--- src/rtl/riscv_ctrl_pkg.sv ---
`default_nettype none
// ============================================================================
// Module   : riscv_ctrl_pkg
// Brief    : State, instruction-class and datapath-select encodings shared by
//            the multi-cycle RV32I control sequencer.
// Revision : 1.0
// ============================================================================
package riscv_ctrl_pkg;

    typedef enum logic [2:0] {
        ST_IDLE   = 3'd0,
        ST_FETCH  = 3'd1,
        ST_DECODE = 3'd2,
        ST_EXEC   = 3'd3,
        ST_MEM    = 3'd4,
        ST_WB     = 3'd5,
        ST_BRANCH = 3'd6,
        ST_TRAP   = 3'd7
    } state_e;

    // CLS_NONE is only the reset value of the latched class; the decoder never emits it.
    typedef enum logic [2:0] {
        CLS_NONE   = 3'd0,
        CLS_R      = 3'd1,
        CLS_LOAD   = 3'd2,
        CLS_STORE  = 3'd3,
        CLS_BRANCH = 3'd4,
        CLS_BAD    = 3'd5
    } instr_class_e;

    localparam logic [6:0] OPC_RTYPE  = 7'b0110011;
    localparam logic [6:0] OPC_LOAD   = 7'b0000011;
    localparam logic [6:0] OPC_STORE  = 7'b0100011;
    localparam logic [6:0] OPC_BRANCH = 7'b1100011;

    localparam logic [1:0] ALU_OP_ADD   = 2'b00;
    localparam logic [1:0] ALU_OP_SUB   = 2'b01;
    localparam logic [1:0] ALU_OP_FUNCT = 2'b10;

    localparam logic [1:0] ALU_B_RS2  = 2'b00;
    localparam logic [1:0] ALU_B_FOUR = 2'b01;
    localparam logic [1:0] ALU_B_IMM  = 2'b10;

    localparam logic ALU_A_PC  = 1'b0;
    localparam logic ALU_A_RS1 = 1'b1;

    typedef struct packed {
        logic       pc_write;
        logic       pc_write_cond;
        logic       ir_write;
        logic       iord;
        logic       mem_req;
        logic       mem_we;
        logic       reg_write;
        logic       mem_to_reg;
        logic       alu_src_a;
        logic [1:0] alu_src_b;
        logic [1:0] alu_op;
        logic       illegal;
    } ctrl_t;

    localparam ctrl_t CTRL_IDLE = '0;

    function automatic logic is_mem_class(input instr_class_e cls);
        return (cls == CLS_LOAD) || (cls == CLS_STORE);
    endfunction

endpackage
`default_nettype wire

--- src/rtl/opcode_class_decode.sv ---
`default_nettype none
// ============================================================================
// Module   : opcode_class_decode
// Brief    : Combinational map from RV32I major opcode to instruction class.
// Revision : 1.0
// ============================================================================
module opcode_class_decode
    import riscv_ctrl_pkg::*;
(
    input  logic [6:0]   opcode_i,
    output instr_class_e class_o
);

    always_comb begin
        class_o = CLS_BAD;
        case (opcode_i)
            OPC_RTYPE:  class_o = CLS_R;
            OPC_LOAD:   class_o = CLS_LOAD;
            OPC_STORE:  class_o = CLS_STORE;
            OPC_BRANCH: class_o = CLS_BRANCH;
            default:    class_o = CLS_BAD;
        endcase
    end

endmodule
`default_nettype wire

--- src/rtl/multicycle_ctrl_fsm.sv ---
`default_nettype none
// ============================================================================
// Module   : multicycle_ctrl_fsm
// Brief    : Multi-cycle RV32I sequencer (fetch/decode/exec/mem/wb) driving the
//            datapath strobes. Define ILLEGAL_TRAP_EN to trap unknown opcodes.
// Revision : 1.0
// ============================================================================
module multicycle_ctrl_fsm
    import riscv_ctrl_pkg::*;
(
    input  logic       clk,
    input  logic       rst_n,
    input  logic       en,
    input  logic [6:0] opcode,
    input  logic       mem_ready,
    output logic       pc_write,
    output logic       pc_write_cond,
    output logic       ir_write,
    output logic       iord,
    output logic       mem_req,
    output logic       mem_we,
    output logic       reg_write,
    output logic       mem_to_reg,
    output logic       alu_src_a,
    output logic [1:0] alu_src_b,
    output logic [1:0] alu_op,
    output logic       illegal,
    output logic [2:0] state
);

    state_e       state_q, state_d;
    instr_class_e cls_q, cls_d;
    instr_class_e dec_cls;
    ctrl_t        ctrl;

    opcode_class_decode u_decode (
        .opcode_i (opcode),
        .class_o  (dec_cls)
    );

    always_ff @(posedge clk or negedge rst_n) begin
        if (!rst_n) begin
            state_q <= ST_IDLE;
            cls_q   <= CLS_NONE;
        end else begin
            state_q <= state_d;
            cls_q   <= cls_d;
        end
    end

    always_comb begin
        state_d = state_q;
        cls_d   = cls_q;
        ctrl    = CTRL_IDLE;

        case (state_q)
            ST_IDLE: begin
                if (en) state_d = ST_FETCH;
            end

            ST_FETCH: begin
                ctrl.mem_req   = 1'b1;
                ctrl.iord      = 1'b0;
                ctrl.alu_src_a = ALU_A_PC;
                ctrl.alu_src_b = ALU_B_FOUR;
                ctrl.alu_op    = ALU_OP_ADD;
                // IR load and PC+4 commit only on the handshake cycle.
                ctrl.ir_write  = mem_ready;
                ctrl.pc_write  = mem_ready;
                if (mem_ready) state_d = ST_DECODE;
            end

            ST_DECODE: begin
                ctrl.alu_src_a = ALU_A_PC;
                ctrl.alu_src_b = ALU_B_IMM;
                ctrl.alu_op    = ALU_OP_ADD;
                cls_d          = dec_cls;
                case (dec_cls)
                    CLS_R, CLS_LOAD, CLS_STORE: state_d = ST_EXEC;
                    CLS_BRANCH:                 state_d = ST_BRANCH;
`ifdef ILLEGAL_TRAP_EN
                    default:                    state_d = ST_TRAP;
`else
                    // Unknown opcode retires as a NOP; PC was already advanced in FETCH.
                    default:                    state_d = ST_FETCH;
`endif
                endcase
            end

            ST_EXEC: begin
                ctrl.alu_src_a = ALU_A_RS1;
                if (cls_q == CLS_R) begin
                    ctrl.alu_src_b = ALU_B_RS2;
                    ctrl.alu_op    = ALU_OP_FUNCT;
                    state_d        = ST_WB;
                end else if (is_mem_class(cls_q)) begin
                    ctrl.alu_src_b = ALU_B_IMM;
                    ctrl.alu_op    = ALU_OP_ADD;
                    state_d        = ST_MEM;
                end else begin
                    state_d        = ST_FETCH;
                end
            end

            ST_MEM: begin
                ctrl.mem_req = 1'b1;
                ctrl.iord    = 1'b1;
                ctrl.mem_we  = (cls_q == CLS_STORE);
                if (mem_ready) begin
                    state_d = (cls_q == CLS_LOAD) ? ST_WB : ST_FETCH;
                end
            end

            ST_WB: begin
                ctrl.reg_write  = 1'b1;
                ctrl.mem_to_reg = (cls_q == CLS_LOAD);
                state_d         = ST_FETCH;
            end

            ST_BRANCH: begin
                ctrl.alu_src_a     = ALU_A_RS1;
                ctrl.alu_src_b     = ALU_B_RS2;
                ctrl.alu_op        = ALU_OP_SUB;
                ctrl.pc_write_cond = 1'b1;
                state_d            = ST_FETCH;
            end

            ST_TRAP: begin
`ifdef ILLEGAL_TRAP_EN
                ctrl.illegal = 1'b1;
                state_d      = ST_TRAP;
`else
                state_d      = ST_IDLE;
`endif
            end

            default: state_d = ST_IDLE;
        endcase
    end

    assign pc_write      = ctrl.pc_write;
    assign pc_write_cond = ctrl.pc_write_cond;
    assign ir_write      = ctrl.ir_write;
    assign iord          = ctrl.iord;
    assign mem_req       = ctrl.mem_req;
    assign mem_we        = ctrl.mem_we;
    assign reg_write     = ctrl.reg_write;
    assign mem_to_reg    = ctrl.mem_to_reg;
    assign alu_src_a     = ctrl.alu_src_a;
    assign alu_src_b     = ctrl.alu_src_b;
    assign alu_op        = ctrl.alu_op;
`ifdef ILLEGAL_TRAP_EN
    assign illegal       = ctrl.illegal;
`else
    assign illegal       = 1'b0;
`endif
    assign state         = state_q;

endmodule
`default_nettype wire

--- config.mk ---
export PLATFORM = sky130hd
export DESIGN_NAME = multicycle_ctrl_fsm
export DESIGN_NICKNAME = d
export VERILOG_FILES = /design/src/rtl/riscv_ctrl_pkg.sv /design/src/rtl/opcode_class_decode.sv /design/src/rtl/multicycle_ctrl_fsm.sv
export SDC_FILE = /design/constraint.sdc
export NUM_CORES = 1
export LEC_CHECK = 0
export ABC_AREA = 0
export CAP_MARGIN = 15
export CORE_MARGIN = 3
export CORE_UTILIZATION = 36
export CTS_CLUSTER_DIAMETER = 120
export DETAILED_ROUTE_END_ITERATION = 8
export GPL_ROUTABILITY_DRIVEN = 0
export PLACE_DENSITY = 0.76
export SLEW_MARGIN = 20
export SYNTH_ARGS = -nofsm -noshare
export SYNTH_HDL_FRONTEND = slang
export SYNTH_SLANG_ARGS = --single-unit
--- constraint.sdc ---
create_clock -name clk -period 1.9 [get_ports clk]
set_clock_uncertainty 0.05 [all_clocks]
set_input_delay 0.38 -clock clk [delete_from_list [all_inputs] [get_ports clk]]
set_output_delay 0.38 -clock clk [all_outputs]
set_load 0.1 [all_outputs]
==> results of run 1 <==
[cells by family (layout without fill, tap and decap cells)]
family,Yosys count,after routing,synth area share
adder cells (fa/ha/maj),1,1,0.0204
AND/OR/NAND/NOR,28,28,0.393
XOR/XNOR,2,2,0.0357
buffers and inverters,8,47,0.0893
AO/OA/AOI/OAI,10,10,0.148
other,1,1,0.00765
flip-flops,6,6,0.306
[per-stage QoR]
| stage | TNS [ns] | hold WS, ns | area [um^2] | utilization |
|---|---|---|---|---|
| 6_report | -0.0276 | 0.319 | 1120 | 0.947 |
| 5_1_grt | -0.313 | 0.322 | 1120 | 0.947 |
| 4_1_cts | -0.0326 | 0.331 | 1080 | 0.912 |
| 3_5_place_dp | 0 | 0.478 | 975 | 0.822 |
| 3_3_place_gp | 0 | 0.457 | 975 | 0.822 |
| 2_1_floorplan | -6.20 | 0.0344 | 606 | - |
[per-layer routing]
metal | global-route usage | vias to the layer above
met5 | 0 | -
met4 | 0.0683 | 0
met3 | 0.0551 | 11
met2 | 0.407 | 31
met1 | 0.262 | 292
li1 | - | 277
[repair_timing]
| action | in CTS | in global routing |
|---|---|---|
| endpoints found under the setup margin | 6 | 11 |
| gates resized for setup | 2 | 3 |
| pin swaps | 2 | 4 |
| setup buffers | 11 | 4 |
[area by class of cell]
cell class	instances	area [um^2]
repair buffers	41	528
multi-input cells	42	379
flip-flops and latches	6	161
fillers	31	62.6
clock buffers	4	26.3
well taps	14	17.5
inverters	2	11.3
[power groups by stage]
stage / registers (mW) / clock network, mW / logic (mW)
after detailed placement: 0.349 / 0 / 1.44
after floorplan: 0.425 / 0 / 0.932
final: 0.313 / 0.147 / 1.71
after CTS: 0.311 / 0.142 / 1.61
after global routing: 0.325 / 0.152 / 1.76
after global placement: 0.345 / 0 / 1.42
[critical path, stage by stage (launching register included)]
cell                      delay, ns
sky130_fd_sc_hd__dfrtp_4       0.53
sky130_fd_sc_hd__and3b_2       0.25
sky130_fd_sc_hd__buf_4         0.14
sky130_fd_sc_hd__buf_4         0.14
sky130_fd_sc_hd__buf_12        0.16
[sequential cells by signal, indices dropped and copies added, names as in the netlist]
name   count
state      3
cls_q      3
[cells in the mapped netlist]
cell	number
sky130_fd_sc_hd__dfrtp_1	6
sky130_fd_sc_hd__nand2_1	5
sky130_fd_sc_hd__and3b_1	3
sky130_fd_sc_hd__buf_4	3
sky130_fd_sc_hd__nand2b_1	3
sky130_fd_sc_hd__nor2b_1	3
sky130_fd_sc_hd__nor3_1	3
sky130_fd_sc_hd__nor3b_1	3
sky130_fd_sc_hd__o21ai_0	3
sky130_fd_sc_hd__buf_2	2
sky130_fd_sc_hd__inv_1	2
sky130_fd_sc_hd__xor2_1	2
sky130_fd_sc_hd__a2111oi_0	1
sky130_fd_sc_hd__a211o_1	1
sky130_fd_sc_hd__a211oi_1	1
sky130_fd_sc_hd__a21oi_1	1
sky130_fd_sc_hd__and2_1	1
sky130_fd_sc_hd__and3_1	1
sky130_fd_sc_hd__clkbuf_1	1
sky130_fd_sc_hd__conb_1	1
sky130_fd_sc_hd__maj3_1	1
sky130_fd_sc_hd__nand4bb_1	1
sky130_fd_sc_hd__nor2_1	1
sky130_fd_sc_hd__nor4_4	1
sky130_fd_sc_hd__nor4b_1	1
sky130_fd_sc_hd__o221a_2	1
sky130_fd_sc_hd__o31ai_1	1
sky130_fd_sc_hd__o41ai_1	1
sky130_fd_sc_hd__or2_2	1
sky130_fd_sc_hd__or3b_1	1
[final timing paths]
kind                          start        end  slack [ns]  cells past startpoint
min                           rst_n   state[0]        0.32                      1
min in group clk           cls_q[2]   cls_q[2]        0.54                      2
min reg2reg                cls_q[2]   cls_q[2]        0.54                      2
max in group asynchronous     rst_n   state[1]        1.21                      1
max                        state[0]  reg_write       -0.01                      4
max reg2reg                state[0]   cls_q[1]        0.08                      4
==> qor.log, run 1 <==
INFO  logic_synthesis syn-cell-area=490um^2
INFO  power          netSwitchingFraction=0.568
INFO  logic_synthesis synthesized_netlist_net_count=67
INFO  layout         most_frequent_cells_in_the_layout=16 x sky130_fd_sc_hd__buf_12, 11 x sky130_fd_sc_hd__buf_4, 10 x sky130_fd_sc_hd__clkdlybuf4s50_1
INFO  detailed_routing post_drt_wl_per_cell=20.7um
INFO  worst_setup_path cp.arrival=1.48ns
INFO  floorplanning  floorplan.die.height=42.9um
INFO  logic_synthesis synthesis.yosys.warnings=0
INFO  worst_setup_path critPathMaxFanout=6
INFO  worst_setup_path worst_setup_path_start_kind=flip-flop
INFO  placed_design  place_worst_setup_slack=0.154ns
INFO  grt            first_global_vias=620
INFO  power          power_frac_comb=0.789
INFO  cts            cts_tree=yes
INFO  grt            grt_antenna_before_repair=0
INFO  placed_design  placedCellCount=90
INFO  detailed_routing drcViolationCount=0
INFO  worst_setup_path worstPathRequired=1.47ns
INFO  logic_synthesis post-synth-top-area-cell=sky130_fd_sc_hd__dfrtp_1
INFO  detailed_routing detailedRoute.firstPassIterationCount=4
INFO  floorplanning  core.rowCount=12
INFO  cts            cts_hold_buf=0
INFO  power          vdd.ir_drop.worst=1.08mV
INFO  outcome        run_status=finished, violations left
INFO  cts            worst_skew_pair.late_latency=0.26ns
INFO  logic_synthesis synth_top_area_frac=0.306
INFO  worst_setup_path timing.setup.critical_path_class=flip-flop to primary output
INFO  layout         number_of_diodes=0
INFO  power          power_frac_clock=0.068
INFO  logic_synthesis synth.area.top_cells=sky130_fd_sc_hd__dfrtp_1 31%, sky130_fd_sc_hd__and3b_1 5.4%, sky130_fd_sc_hd__buf_4 4.6%
INFO  placed_design  portBuffers=26
INFO  floorplanning  initial_core_util=0.414
INFO  layout         drive_above_1_share=0.558
INFO  logic_synthesis synth-seq-area-share=0.306
INFO  sta            rsz0062_at_grt=true
INFO  power          power.switching=1.23mW
INFO  grt            grt_max_degree=11
INFO  worst_setup_path critical_path.endpoint_type=primary output
INFO  sta            final_report_hold_violation_count=0
INFO  power          power_report.internal_total=938uW
INFO  logic_synthesis postSynthAreaPerCell=8.76um^2
INFO  detailed_routing met3WireLength=92um
INFO  floorplanning  die-area=1840um^2
INFO  cts            root_buffer=sky130_fd_sc_hd__clkbuf_4
INFO  sta            setup_viol=4
INFO  layout         layout.nets=107
INFO  grt            grt_usage=0.228
INFO  sta            timing.final.crit_share=1.01
INFO  floorplanning  die_w=42.9um
INFO  logic_synthesis syn-instance-count=56
INFO  layout         syn2layout_area_growth=129%
INFO  power          sequential_fraction_of_design_power=0.144
INFO  floorplanning  coreArea=1190um^2
INFO  outcome        violations=negative setup slack
INFO  logic_synthesis synth_seq_cells=6
INFO  power          power.static_leakage=0.482nW
INFO  layout         layout_commonest_cell=sky130_fd_sc_hd__buf_12
INFO  placed_design  post-dp-hpwl=1.19mm
INFO  detailed_routing total_number_of_vias=611
INFO  detailed_routing top_signal_layer_used=met4
INFO  cts            cts_buffer_depth=2
INFO  detailed_routing detail_route.iter0.violations=11
INFO  cts            cts-htree-levels=1
INFO  grt            global_route.overflow_total=0
INFO  power          powerDensity=1930nW/um^2
INFO  min_path       timing.hold.worst.class=input port to async pin
INFO  sta            timing.final.ws_setup=-0.0102ns
INFO  logic_synthesis count_of_different_cell_masters_after_synthesis=30
INFO  floorplanning  design.portCount=28
INFO  sta            count_of_final_max_slew_check_failures=0
INFO  cts            cts_num_sinks=6
INFO  detailed_routing wl_met1=862um
INFO  flow_run       drv.max_cap_violation_count=0
INFO  cts            path_clk_slew=0.06ns
INFO  grt            wire_length_of_the_first_global_routing_pass=3.10mm
INFO  detailed_routing met2RoutedLength=1.19mm
INFO  detailed_routing wirelength=2.26mm
INFO  cts            cts_made_buffers=3
INFO  sta            timing.final.crit_period=1.91ns
INFO  layout         instances_no_fill=109
INFO  sta            clock.fmax=524MHz
INFO  detailed_routing detail_route.vias_per_cell=5.61
INFO  detailed_routing ant_nets=0
INFO  power          power.total=2.17mW
Note: power is estimated with default switching activity, not from simulation.
==> run 2: changes to the inputs <==
--- a/config.mk
+++ b/config.mk
@@ -12,7 +12,7 @@
 export CTS_CLUSTER_DIAMETER = 120
 export DETAILED_ROUTE_END_ITERATION = 8
 export GPL_ROUTABILITY_DRIVEN = 0
-export PLACE_DENSITY = 0.76
+export PLACE_DENSITY = 0.83
 export SLEW_MARGIN = 20
 export SYNTH_ARGS = -nofsm -noshare
 export SYNTH_HDL_FRONTEND = slang
==> run 2 against run 1 <==
- the flow still finishes with violations (negative setup slack)
- global-route usage is 0.57 points lower
- routed wire length is 7.8% lower
- worst hold slack worse by 0.0051 ns
- core utilization is 0.95 points higher
- critical path depth is 1 lower
- fmax is 0.99% lower
- first-iteration DRC count is 27% higher
- die area stayed put
==> qor.log, run 2 (same netlist as run 1, synthesis figures left out) <==
INFO  outcome        run_status=finished, violations left
INFO  outcome        violations=negative setup slack
INFO  cts            cts_tree=yes
INFO  floorplanning  coreArea=1190um^2 [unchanged]
INFO  layout         layout_commonest_cell=sky130_fd_sc_hd__buf_12
INFO  worst_setup_path cp.arrival=1.50ns [+0.02 ns]
INFO  power          powerDensity=1910nW/um^2 [-1.4%]
INFO  grt            first_global_vias=646 [+4.2%]
INFO  sta            clock.fmax=518MHz [-0.99%]
INFO  power          power.static_leakage=0.487nW [+1.1%]
INFO  floorplanning  die_w=42.9um [unchanged]
INFO  sta            rsz0062_at_grt=true
INFO  floorplanning  initial_core_util=0.414 [unchanged]
INFO  detailed_routing ant_nets=0 [unchanged]
INFO  sta            timing_worst_slew_pin_value=0.679ns
INFO  cts            root_buffer=sky130_fd_sc_hd__clkbuf_4
INFO  floorplanning  design.portCount=28 [unchanged]
INFO  grt            global_route_track_usage_on_met1=0.243 [-0.0191]
INFO  worst_setup_path critPathMaxFanout=5 [-1]
INFO  layout         most_frequent_cells_in_the_layout=16 x sky130_fd_sc_hd__buf_12, 13 x sky130_fd_sc_hd__buf_4, 10 x sky130_fd_sc_hd__clkdlybuf4s50_1
INFO  layout         fillCellCount=27 [-13%]
INFO  layout         instances_no_fill=109 [unchanged]
INFO  cts            cts_num_sinks=6 [unchanged]
INFO  floorplanning  floorplan.die.height=42.9um [unchanged]
INFO  layout         layout.nets=107 [unchanged]
INFO  layout         drive_above_1_share=0.568 [+0.0105]
INFO  worst_setup_path worst_r2r_path_depth=5 [+1]
INFO  placed_design  place_worst_setup_slack=0.171ns [+0.0167 ns]
INFO  sta            count_of_final_max_slew_check_failures=0 [unchanged]
INFO  flow_run       drv.max_cap_violation_count=0 [unchanged]
INFO  layout         syn2layout_area_growth=131%
INFO  detailed_routing wirelength=2.08mm [-7.8%]
INFO  layout         layout.area.seq=161um^2 [unchanged]
INFO  worst_setup_path worst_setup_path_startpoint=state[1]
INFO  grt            global_route.overflow_total=0 [unchanged]
INFO  cts            cts-htree-levels=1 [unchanged]
INFO  cts            worst_skew_pair.late_latency=0.26ns [about the same]
INFO  power          power.total=2.16mW [-0.41%]
INFO  grt            globalRoute.busiestLayer=met2
INFO  worst_setup_path critPathCapture=mem_to_reg
INFO  cts            cts_hold_buf=0 [unchanged]
INFO  detailed_routing drcViolationCount=0 [unchanged]
INFO  sta            timing.final.crit_period=1.93ns [+0.0190 ns]
INFO  grt            grt_max_degree=12 [+1]
INFO  layout         postLayoutCellArea=1130um^2 [+1.0%]
INFO  worst_setup_path worstReg2RegEnd=state[0]
INFO  layout         final_core_util=0.957 [+0.00949]
INFO  sta            setup_viol=2 [-2]
INFO  sta            timing.final.crit_share=1.02 [+0.0100]
INFO  detailed_routing total_number_of_vias=601 [-1.6%]
INFO  power          vdd.ir_drop.worst=1.32mV [+22%]
INFO  sta            final_report_hold_violation_count=0 [unchanged]
INFO  layout         number_of_diodes=0 [unchanged]
INFO  grt            wire_length_of_the_first_global_routing_pass=3.06mm [-1.4%]
INFO  worst_setup_path r2r_setup_slack=0.07ns [about the same]
INFO  worst_setup_path r2r-start=state[1]
INFO  grt            gr-usage-met2=0.395 [-0.0120]
INFO  floorplanning  die-area=1840um^2 [unchanged]
INFO  grt            global_route.usage.met3=0.0593 [+0.00424]
INFO  worst_setup_path critical_path.endpoint_type=primary output
INFO  placed_design  post-dp-hpwl=980um [-17%]
INFO  cts            cts_made_buffers=3 [unchanged]
INFO  grt            grt_antenna_before_repair=0 [unchanged]
INFO  worst_setup_path worst_setup_path_start_kind=flip-flop
INFO  detailed_routing detail_route.vias_per_cell=5.51 [-1.6%]
INFO  worst_setup_path timing.setup.critical_path_class=flip-flop to primary output
INFO  placed_design  placedCellCount=90 [unchanged]
INFO  detailed_routing detailedRoute.firstPassIterationCount=4 [unchanged]
INFO  placed_design  portBuffers=26 [unchanged]
INFO  cts            path_clk_slew=0.06ns [about the same]
INFO  min_path       timing.hold.worst.class=input port to async pin
INFO  detailed_routing detail_route.iter0.violations=14 [+3]
INFO  grt            grt_usage=0.222 [-0.00568]
INFO  cts            cts_buffer_depth=2 [unchanged]
INFO  sta            timing.final.ws_setup=-0.0292ns [-0.0190 ns]
INFO  floorplanning  core.rowCount=12 [unchanged]
INFO  worst_setup_path worstPathRequired=1.47ns [about the same]
INFO  detailed_routing post_drt_wl_per_cell=19.1um [-7.8%]
INFO  sta            relSlewSlack=0.536
INFO  layout         multiInputGateArea=378um^2 [-0.33%]
INFO  placed_design  placed_cell_area=975um^2 [unchanged]
run 2: routing by layer:
layer  up-vias  share of wire  wire length, um
li1        276              -                -
met1       289           0.41              854
met2        30           0.51             1070
met3         6          0.057              118
met4         0          0.020               42
met5         -              0                0
run 2: worst max-delay path, stage by stage (launching register included):
cell and delay [ns]:
sky130_fd_sc_hd__dfrtp_4 0.53, sky130_fd_sc_hd__and3b_2 0.27, sky130_fd_sc_hd__nor3b_4 0.23, sky130_fd_sc_hd__buf_12 0.20
run 2: stage by stage:
stage	hold slack [ns]	TNS (ns)
2_1_floorplan	0.0344	-6.20
3_3_place_gp	0.449	0
3_5_place_dp	0.486	0
4_1_cts	0.325	-0.00477
5_1_grt	0.326	-0.322
6_report	0.314	-0.0347
run 2: how the worst min path moves through the flow:
stage | start | to | slack [ns] | cells past startpoint
2_1_floorplan | rst_n | cls_q[0] | 0.03 | 0
3_3_place_gp | cls_q[2] | cls_q[2] | 0.45 | 2
3_5_place_dp | cls_q[2] | cls_q[2] | 0.49 | 2
4_1_cts | rst_n | state[1] | 0.32 | 1
5_1_grt | rst_n | state[0] | 0.33 | 1
6_report | rst_n | state[0] | 0.31 | 1
run 2: area by class of cell:
type	instances	area share
timing repair buffer	41	0.476
multi-input combinational	42	0.333
sequential	6	0.142
clock buffer	4	0.0232
tap	14	0.0154
inverter	2	0.00992
run 2: power by group:
group | leakage, nW | internal [mW] | switching, mW
clock | 0.0150 | 0.0800 | 0.0541
combinational | 0.402 | 0.673 | 1.02
sequential | 0.0702 | 0.199 | 0.134
run 2: timing repair:
item | 4_1_cts | 5_1_grt
pin swaps | 2 | 5
setup endpoints to repair | 6 | 7
cloned | 0 | 0
resized for setup | 4 | 3
buffers inserted | 12 | 3
==> run 3: changes to the inputs <==
--- a/config.mk
+++ b/config.mk
@@ -13,7 +13,7 @@
 export DETAILED_ROUTE_END_ITERATION = 8
 export GPL_ROUTABILITY_DRIVEN = 0
 export PLACE_DENSITY = 0.83
-export SLEW_MARGIN = 20
+export SLEW_MARGIN = 10
 export SYNTH_ARGS = -nofsm -noshare
 export SYNTH_HDL_FRONTEND = slang
 export SYNTH_SLANG_ARGS = --single-unit
==> constraint.sdc (replaced) <==
create_clock -name clk -period 1.85 [get_ports clk]
set_clock_uncertainty 0.05 [all_clocks]
set_input_delay 0.37 -clock clk [delete_from_list [all_inputs] [get_ports clk]]
set_output_delay 0.37 -clock clk [all_outputs]
set_load 0.05 [all_outputs]
==> run 3 against run 2 <==
- the run now ends clean
- setup slack better by 0.076 ns
- clock power is 7% higher
- sequential cell count stayed put
- critical path depth stayed put
- sequential power is 7.2% lower
- worst hold slack better by 0.0086 ns
- first-iteration DRC count is 71% lower
- power is 23% lower
- die area stayed put
- critical path type unchanged
- critical endpoint is now mem_req
- largest cell class unchanged
==> qor.log, run 3 (same netlist as run 1, synthesis figures left out) <==
INFO  sta            count_of_final_max_slew_check_failures=0 [unchanged]
INFO  detailed_routing total_number_of_vias=561 [-6.7%]
INFO  grt            global_route.overflow_total=0 [unchanged]
INFO  outcome        run_status=complete, no violations
INFO  sta            relSlewSlack=0.658 [+0.123]
INFO  worst_setup_path worstPathRequired=1.43ns [-0.04 ns]
INFO  grt            global_route.usage.met3=0.0254 [-0.0339]
INFO  grt            grt_usage=0.175 [-0.0473]
INFO  floorplanning  core.rowCount=12 [unchanged]
INFO  cts            cts-htree-levels=1 [unchanged]
INFO  layout         syn2layout_area_growth=113%
INFO  layout         layout.nets=102 [-4.7%]
INFO  sta            clock.fmax=555MHz
INFO  detailed_routing detail_route.iter0.violations=4 [-10]
INFO  worst_setup_path critPathMaxFanout=7 [+2]
INFO  layout         instances_no_fill=104 [-4.6%]
INFO  floorplanning  design.portCount=28 [unchanged]
INFO  sta            timing.hold.ws=0.322ns [+0.00855 ns]
INFO  worst_setup_path worst_r2r_path_depth=4 [-1]
INFO  layout         drive_above_1_share=0.489 [-0.0795]
INFO  sta            timing_worst_slew_pin_value=0.500ns [-0.179 ns]
INFO  worst_setup_path timing.setup.critical_path_class=flip-flop to primary output
INFO  power          power.static_leakage=0.453nW [-7.1%]
INFO  detailed_routing drcViolationCount=0 [unchanged]
INFO  grt            grt_max_degree=13 [+1]
INFO  sta            timing.final.crit_share=0.975
INFO  layout         number_of_diodes=0 [unchanged]
INFO  cts            root_buffer=sky130_fd_sc_hd__clkbuf_4
INFO  cts            cts_tree=yes
INFO  placed_design  placedCellCount=90 [unchanged]
INFO  placed_design  portBuffers=26 [unchanged]
INFO  grt            globalRoute.busiestLayer=met2
INFO  floorplanning  floorplan.die.height=42.9um [unchanged]
INFO  layout         layout_commonest_cell=sky130_fd_sc_hd__buf_12
INFO  layout         layout.area.seq=154um^2 [-4.7%]
INFO  grt            grt_antenna_before_repair=0 [unchanged]
INFO  detailed_routing ant_nets=0 [unchanged]
INFO  grt            first_global_vias=541 [-16%]
INFO  worst_setup_path r2r-start=state[0]
INFO  flow_run       drv.max_cap_violation_count=0 [unchanged]
INFO  cts            worst_skew_pair.late_latency=0.26ns [about the same]
INFO  worst_setup_path r2r_setup_slack=0.12ns [+0.05 ns]
INFO  sta            timing.final.crit_period=1.80ns
INFO  power          powerDensity=1600nW/um^2 [-16%]
INFO  grt            global_route_track_usage_on_met1=0.188 [-0.0551]
INFO  worst_setup_path cp.arrival=1.38ns [-0.12 ns]
INFO  grt            gr-usage-met2=0.338 [-0.0569]
INFO  cts            cts_num_sinks=6 [unchanged]
INFO  cts            path_clk_slew=0.06ns [about the same]
INFO  layout         fillCellCount=58 [+110%]
INFO  worst_setup_path worst_setup_path_start_kind=flip-flop
INFO  floorplanning  initial_core_util=0.414 [unchanged]
INFO  floorplanning  die_w=42.9um [unchanged]
INFO  min_path       timing.hold.worst.class=input port to async pin
INFO  floorplanning  die-area=1840um^2 [unchanged]
INFO  cts            cts_buffer_depth=2 [unchanged]
INFO  layout         multiInputGateArea=362um^2 [-4.3%]
INFO  worst_setup_path worstReg2RegEnd=state[0]
INFO  detailed_routing detail_route.vias_per_cell=5.39 [-2.2%]
INFO  power          vdd.ir_drop.worst=0.984mV [-26%]
INFO  cts            cts_made_buffers=3 [unchanged]
INFO  detailed_routing post_drt_wl_per_cell=15.6um [-18%]
INFO  sta            setup_viol=0 [-2]
INFO  floorplanning  coreArea=1190um^2 [unchanged]
INFO  detailed_routing wirelength=1.62mm [-22%]
INFO  sta            final_report_hold_violation_count=0 [unchanged]
INFO  placed_design  post-dp-hpwl=1.03mm [+4.9%]
INFO  layout         final_core_util=0.879 [-0.0781]
INFO  layout         most_frequent_cells_in_the_layout=14 x sky130_fd_sc_hd__buf_12, 10 x sky130_fd_sc_hd__clkdlybuf4s50_1, 10 x sky130_fd_sc_hd__buf_4
INFO  worst_setup_path critical_path.endpoint_type=primary output
INFO  grt            wire_length_of_the_first_global_routing_pass=2.46mm [-20%]
INFO  detailed_routing detailedRoute.firstPassIterationCount=4 [unchanged]
## run 3: cell count changes in the layout (fill, tap and decap cells not counted), moves of 2 or more
cell / delta
sky130_fd_sc_hd__and3b_1: +2
sky130_fd_sc_hd__and3b_2: -2
sky130_fd_sc_hd__buf_12: -2
sky130_fd_sc_hd__buf_4: -3
sky130_fd_sc_hd__dfrtp_2: +3
sky130_fd_sc_hd__dfrtp_4: -3
## run 3: final cells by class
class | count | share of cell area
clock buffer | 4 | 0.0252
inverter | 2 | 0.0108
multi-input combinational | 42 | 0.347
sequential | 6 | 0.148
tap | 14 | 0.0168
timing repair buffer | 36 | 0.453
## run 3: per-stage QoR
stage / power, mW / cell area [um^2] / TNS (ns) / worst slack (ns)
2_1_floorplan: 1.00 / 591 / -1.53 / -0.417
3_3_place_gp: 1.38 / 940 / 0 / 0.172
3_5_place_dp: 1.39 / 940 / 0 / 0.0929
4_1_cts: 1.59 / 1000 / -0.0162 / -0.0162
5_1_grt: 1.75 / 1040 / -0.00424 / -0.00424
6_report: 1.67 / 1040 / 0 / 0.0467
## run 3: repair_timing
action,CTS,global route
gates resized for setup,0,1
setup buffers,5,5
setup endpoints to repair,5,6
pin swaps,2,2
hold buffers,0,0
## run 3: metal layers
metal	routed length [um]	vias to the layer above
li1	-	270
met1	619	254
met2	877	31
met3	93	6
met4	30	0
met5	0	-
## run 3: worst max-delay path by stage
stage | from | end | slack [ns] | cells past startpoint
after floorplan | state[0] | pc_write | -0.42 | 5
after global placement | mem_ready | pc_write | 0.17 | 4
after detailed placement | opcode[2] | state[0] | 0.09 | 4
after CTS | state[0] | mem_we | -0.02 | 3
after global routing | state[2] | mem_req | -0.004 | 3
final | state[2] | mem_req | 0.05 | 3
## run 3: critical path, stage by stage, from the launching register on
cell,delay [ns]
sky130_fd_sc_hd__dfrtp_2,0.46
sky130_fd_sc_hd__nor3b_4,0.18
sky130_fd_sc_hd__or2_2,0.33
sky130_fd_sc_hd__buf_12,0.16
## run 3: where the power goes
part           total (mW)  internal, mW  switching, mW
sequential          0.309         0.192          0.117
clock               0.143        0.0826         0.0604
combinational        1.22         0.577          0.642
total                1.67         0.852          0.819
